### config.mk
export PLATFORM = sky130hd
export DESIGN_NAME = sar_search_flat
export DESIGN_NICKNAME = d
export VERILOG_FILES = /design/src/rtl/sar_search_if.sv /design/src/rtl/sar_search.sv /design/src/flat_wrapper.sv
export SDC_FILE = /design/constraint.sdc
export NUM_CORES = 1
export LEC_CHECK = 0
export ABC_AREA = 1
export BUFFER_PORTS_ARGS = -buffer_cell sky130_fd_sc_hd__buf_2
export CORE_UTILIZATION = 55
export CTS_CLUSTER_DIAMETER = 200
export DETAILED_ROUTE_END_ITERATION = 8
export PLACE_DENSITY = 0.77
export SLEW_MARGIN = 15
export SYNTH_ARGS = -nofsm -noshare
export SYNTH_HDL_FRONTEND = slang
export SYNTH_SLANG_ARGS = --single-unit
### constraint.sdc
create_clock -name clk -period 2.3 [get_ports clk]
set_clock_uncertainty 0.15 [all_clocks]
set_input_delay 0.46 -clock clk [delete_from_list [all_inputs] [get_ports clk]]
set_output_delay 0.46 -clock clk [all_outputs]
set_load 0.05 [all_outputs]
### src/rtl/sar_search_if.sv
// sar_search_if: host/comparator bundle for the successive-approximation
// search controller.
//   start        host -> controller, begin a search (sampled in IDLE only)
//   cmp_less     comparator -> controller, trial < target
//   cmp_equal    comparator -> controller, trial == target
//   cmp_greater  comparator -> controller, trial > target
//   trial        controller -> comparator, registered trial word
//   busy         controller status, high while testing bits
//   done         one-cycle pulse when a search finishes
//   result       found value, held until the next accepted start
//   steps        compare cycles used, held until the next accepted start
//   err          flags were not one-hot during the search, held
// The master side is the host plus comparator; the slave side is sar_search.
interface sar_search_if #(
  parameter int WIDTH = 8
);
  localparam int SW = $clog2(WIDTH + 1);

  logic             start;
  logic             cmp_less;
  logic             cmp_equal;
  logic             cmp_greater;
  logic [WIDTH-1:0] trial;
  logic             busy;
  logic             done;
  logic [WIDTH-1:0] result;
  logic [SW-1:0]    steps;
  logic             err;

  modport master (
    output start, cmp_less, cmp_equal, cmp_greater,
    input  trial, busy, done, result, steps, err
  );

  modport slave (
    input  start, cmp_less, cmp_equal, cmp_greater,
    output trial, busy, done, result, steps, err
  );
endinterface

### src/rtl/sar_search.sv
// sar_search: successive-approximation search controller. Presents a trial
// word to an external magnitude comparator and binary-searches the hidden
// target MSB-first, one bit per cycle, exiting early on equality.
// Ports:
//   clk  single clock, all state on the rising edge
//   rst  asynchronous, active-high reset (aborts a search with no done)
//   bus  sar_search_if slave modport (start, comparator flags in;
//        trial, busy, done, result, steps, err out)
module sar_search #(
  parameter int WIDTH = 8
) (
  input  logic        clk,
  input  logic        rst,
  sar_search_if.slave bus
);

  localparam int SW = $clog2(WIDTH + 1);
  // bit_idx needs at least one bit even for a degenerate 1-bit search
  localparam int IW = (WIDTH > 1) ? $clog2(WIDTH) : 1;

  typedef enum logic [1:0] {
    IDLE = 2'd0,
    TEST = 2'd1,
    DONE = 2'd2
  } state_t;

  state_t           state;
  logic [WIDTH-1:0] acc;      // bits confirmed so far
  logic [IW-1:0]    bit_idx;  // bit currently under test

  logic             flags_ok;
  logic [WIDTH-1:0] new_acc;
  logic [IW-1:0]    idx_dec;
  logic [WIDTH-1:0] next_trial;

  // Decision for the current trial: keep the bit when trial is still below
  // the target, then probe the next lower bit on top of the kept bits.
  always_comb begin
    flags_ok = 1'b0;
    case ({bus.cmp_less, bus.cmp_equal, bus.cmp_greater})
      3'b100, 3'b010, 3'b001: flags_ok = 1'b1;
      default:                flags_ok = 1'b0;
    endcase
    new_acc    = bus.cmp_less ? bus.trial : acc;
    idx_dec    = bit_idx - IW'(1);
    next_trial = new_acc | (WIDTH'(1) << idx_dec);
  end

  always_ff @(posedge clk or posedge rst) begin
    if (rst) begin
      state      <= IDLE;
      acc        <= '0;
      bit_idx    <= IW'(WIDTH - 1);
      bus.trial  <= '0;
      bus.result <= '0;
      bus.steps  <= '0;
      bus.busy   <= 1'b0;
      bus.done   <= 1'b0;
      bus.err    <= 1'b0;
    end else begin
      case (state)
        IDLE: begin
          bus.done <= 1'b0;
          if (bus.start) begin
            bus.trial <= WIDTH'(1) << (WIDTH - 1);
            acc       <= '0;
            bit_idx   <= IW'(WIDTH - 1);
            bus.steps <= '0;
            bus.err   <= 1'b0;
            bus.busy  <= 1'b1;
            state     <= TEST;
          end
        end

        TEST: begin
          bus.steps <= bus.steps + SW'(1);
          if (!flags_ok) begin
            bus.err    <= 1'b1;
            bus.result <= '0;
            bus.busy   <= 1'b0;
            bus.done   <= 1'b1;
            state      <= DONE;
          end else if (bus.cmp_equal) begin
            bus.result <= bus.trial;
            bus.busy   <= 1'b0;
            bus.done   <= 1'b1;
            state      <= DONE;
          end else begin
            acc <= new_acc;
            if (bit_idx == '0) begin
              // Last bit resolved without an exact hit (e.g. target 0)
              bus.result <= new_acc;
              bus.busy   <= 1'b0;
              bus.done   <= 1'b1;
              state      <= DONE;
            end else begin
              bit_idx   <= idx_dec;
              bus.trial <= next_trial;
            end
          end
        end

        DONE: begin
          // trial keeps its last value; start here is deliberately not seen
          bus.done <= 1'b0;
          state    <= IDLE;
        end

        default: begin
          bus.busy <= 1'b0;
          bus.done <= 1'b0;
          state    <= IDLE;
        end
      endcase
    end
  end

endmodule

### src/flat_wrapper.sv
// flat-port wrapper written by rule: the top's interface ports become plain ports
module sar_search_flat 
#(
  parameter int WIDTH = 8
)
  (clk, rst, bus_start, bus_cmp_less, bus_cmp_equal, bus_cmp_greater, bus_trial, bus_busy, bus_done, bus_result, bus_steps, bus_err);
  sar_search_if #(.WIDTH(WIDTH)) bus_i ();
  input  logic clk;
  input  logic rst;
  input wire logic [$bits(bus_i.start)-1:0] bus_start;
  input wire logic [$bits(bus_i.cmp_less)-1:0] bus_cmp_less;
  input wire logic [$bits(bus_i.cmp_equal)-1:0] bus_cmp_equal;
  input wire logic [$bits(bus_i.cmp_greater)-1:0] bus_cmp_greater;
  output wire logic [$bits(bus_i.trial)-1:0] bus_trial;
  output wire logic [$bits(bus_i.busy)-1:0] bus_busy;
  output wire logic [$bits(bus_i.done)-1:0] bus_done;
  output wire logic [$bits(bus_i.result)-1:0] bus_result;
  output wire logic [$bits(bus_i.steps)-1:0] bus_steps;
  output wire logic [$bits(bus_i.err)-1:0] bus_err;
  assign bus_i.start = bus_start;
  assign bus_i.cmp_less = bus_cmp_less;
  assign bus_i.cmp_equal = bus_cmp_equal;
  assign bus_i.cmp_greater = bus_cmp_greater;
  assign bus_trial = bus_i.trial;
  assign bus_busy = bus_i.busy;
  assign bus_done = bus_i.done;
  assign bus_result = bus_i.result;
  assign bus_steps = bus_i.steps;
  assign bus_err = bus_i.err;
  sar_search #(.WIDTH(WIDTH)) u_core (.clk(clk), .rst(rst), .bus(bus_i));
endmodule
==> flow_summary.ini <==
[sta]
max_slew_margin_pct = 60.76
hold_viol = 0
setup_viol = 0
rsz0062_at_grt = false
finalCritPeriodShare_pct = 75.99
slew_viol_final = 0
setup_ws_ps = 552.3
worst_hold_slack_ps = 2.010
tightest_slew_ps = 587.9
fin_setup_tns_ps = 0
fin_crit_ps = 1748
max_freq_mhz = 572.2

[clocking]
clockBufferDepth = 2
worstSkewPairLatency_ps = 350
cts-root-buf = clkbuf_4
cts_hold_buf = 0
clk_pin_slew_ps = 110
cts_tree = built
cts_inserted_buffers = 5
post_cts_buffers = 0
clock_sinks = 36
cts_max_level = 2
cts.repair.resized = 0

[hold_path]
hold_path.class = in2async

[floorplan]
initial_utilization_pct = 58.36
ios = 29
die_w_um = 61.97
rows = 21
core_area_um2 = 3390
dieArea_um2 = 3840
die_h_um = 61.97

[critical_path]
crit_top_cell = nand2_1
cpPeakStageDelay_ps = 580
startpoint_type = register
worstPathRequired_ps = 2400
ff2ff_path_depth = 6
arrival_ps = 1850
r2r_slack_ps = 550
crit_chain = inv_1 -> ha_1 -> nand3_1 -> nand3_2 -> nand2_1 -> nand2_1
endpoint_kind = register
timing.rr.start = u_core.bit_idx[0]
cp_slowest_cell = dfstp_2
timing.rr.end = u_core.bus.trial[7]
path_max_fanout = 13
path_class = reg2reg

[global_routing]
grt_pass1_wl_mm = 6.775
gr-total-overflow = 0
grt_use_total_pct = 24.76
antenna_found_initial = 0
grt_max_degree = 24
grt_pass1_vias = 1459

[outcome]
outcome = complete, no violations

[synth]
avgSynthCellArea_um2 = 7.944
netlist_area_um2 = 1978
synth-seq-cells = 36
synthCells = 249
syn-num-nets = 261
seq_area_frac_synth_pct = 45.73
synthDistinctLibCells = 22
ys_warn_count = 0

[placement]
place_congestion = 0.8352
io_buffers = 28
detailed_place_hpwl_mm = 2.952
placed_cell_area_um2 = 2177
detailedPlace.worstSlack_ps = 403.5
dp.cells = 320

[power]
power.total_mw = 3.488
power_switching_mw = 1.866
power_frac_seq_pct = 32.9
ir_drop_mv = 1.004
intPower_mw = 1.622
powerDensity_nw_per_um2 = 1553
clockPowerShare_pct = 11.3
swShare_pct = 53.49
leakagePower_nw = 1.252
p_comb_share_pct = 55.9

[cells_and_area]
stdcell_count = 328
drive_gt1_share_pct = 22.70
final_core_util_pct = 66.26
final_common_cell = nand2_1
regArea_um2 = 904.6
multi_input_area_um2 = 927.1
final_cell_mix = 89 x nand2_1, 33 x dfrtp_1, 28 x buf_2
n_antenna_cell = 0
n_fill_cell = 313
final_nets = 293
syn_to_final_growth_pct = 13.54
final_area_um2 = 2246

[flow_run]
drv_cap = 0

[detailed_routing]
final_antenna_net_count = 0
drt_drc_violations_left = 0
avgRoutedWirePerCell_um = 12.23
routed_wl_mm = 4.013
first_iter_violations = 100
dr.pass1.iters = 4
drt-vias-per-instance = 5.146
vias = 1688
-- per-layer routing --
| metal | vias up | track usage (%) | part of all wire (%) |
|---|---|---|---|
| li1 | 886 | - | - |
| met1 | 755 | 35.32 | 50 |
| met2 | 42 | 37.08 | 45 |
| met3 | 5 | 4.969 | 4.3 |
| met4 | 0 | 9.524 | 1.0 |
| met5 | - | 0 | 0 |
-- Yosys cell counts (all sizes together) --
cell type	count	share of area, %
nor2	18	3.9
o211ai	7	2.7
buf	9	3.0
a21oi	11	2.8
nand2	93	18
o21ai	10	4.0
dfstp	3	4.0
clkbuf	1	0.19
ha	6	3.8
nand4	19	6.0
dfrtp	33	42
inv	22	4.2
nand3	16	5.1
xor2	1	0.44
-- flip-flops by register name, indices dropped and copies added, names as in the netlist --
name / count
u_core.acc: 8
u_core.bit_idx: 3
u_core.bus.busy: 1
u_core.bus.done: 1
u_core.bus.err: 1
u_core.bus.result: 8
u_core.bus.steps: 4
u_core.bus.trial: 8
u_core.state: 2
-- cell type report --
cell class              count  share of cell area, %
inverters                  22                  3.677
well taps                  46                  2.563
multi-input cells         181                  41.28
clock buffers               8                  3.064
flip-flops and latches     36                  40.28
repair buffers             35                  9.137
-- power groups by stage --
stage | Sequential [mW] | Combinational, mW | Clock, mW
finish | 1.15 | 1.95 | 0.393
global route | 1.19 | 2.17 | 0.428
CTS | 1.14 | 1.95 | 0.400
detailed placement | 1.16 | 1.94 | 0
global placement | 1.15 | 1.91 | 0
floorplan | 1.66 | 1.04 | 0
-- worst max-delay path, delay by kind of cell, from the launching register on --
family | cells | cell delay (ps)
adder cells (fa/ha/maj) | 1 | 250
buffers and inverters | 1 | 90
flip-flops | 1 | 580
AND/OR/NAND/NOR | 4 | 580
-- kinds of logic (layout without fill, tap and decap cells) --
| logic type | count (synthesis) | count (layout) | share of synthesized area, % |
|---|---|---|---|
| and+or+nand+nor | 146 | 146 | 33.14 |
| DFF | 36 | 36 | 45.73 |
| buffers and inverters | 32 | 65 | 7.400 |
| xor gates and xnor gates | 1 | 1 | 0.4428 |
| adders and majority gates | 6 | 6 | 3.795 |
| AOI/OAI and AO/OA | 28 | 28 | 9.488 |
-- how the worst max path moves through the flow --
stage / start / endpoint / slack (ps)
finish: u_core.bit_idx[0] / u_core.bus.trial[7] / 550
global route: u_core.bit_idx[0] / u_core.bus.trial[4] / 410
CTS: u_core.bit_idx[0] / u_core.bus.trial[7] / 560
detailed placement: bus_cmp_less / u_core.bus.trial[7] / 400
global placement: bus_cmp_less / u_core.bus.trial[5] / 440
floorplan: u_core.bit_idx[0] / u_core.bit_idx[0] / 660
(Power assumes the default switching activity.)
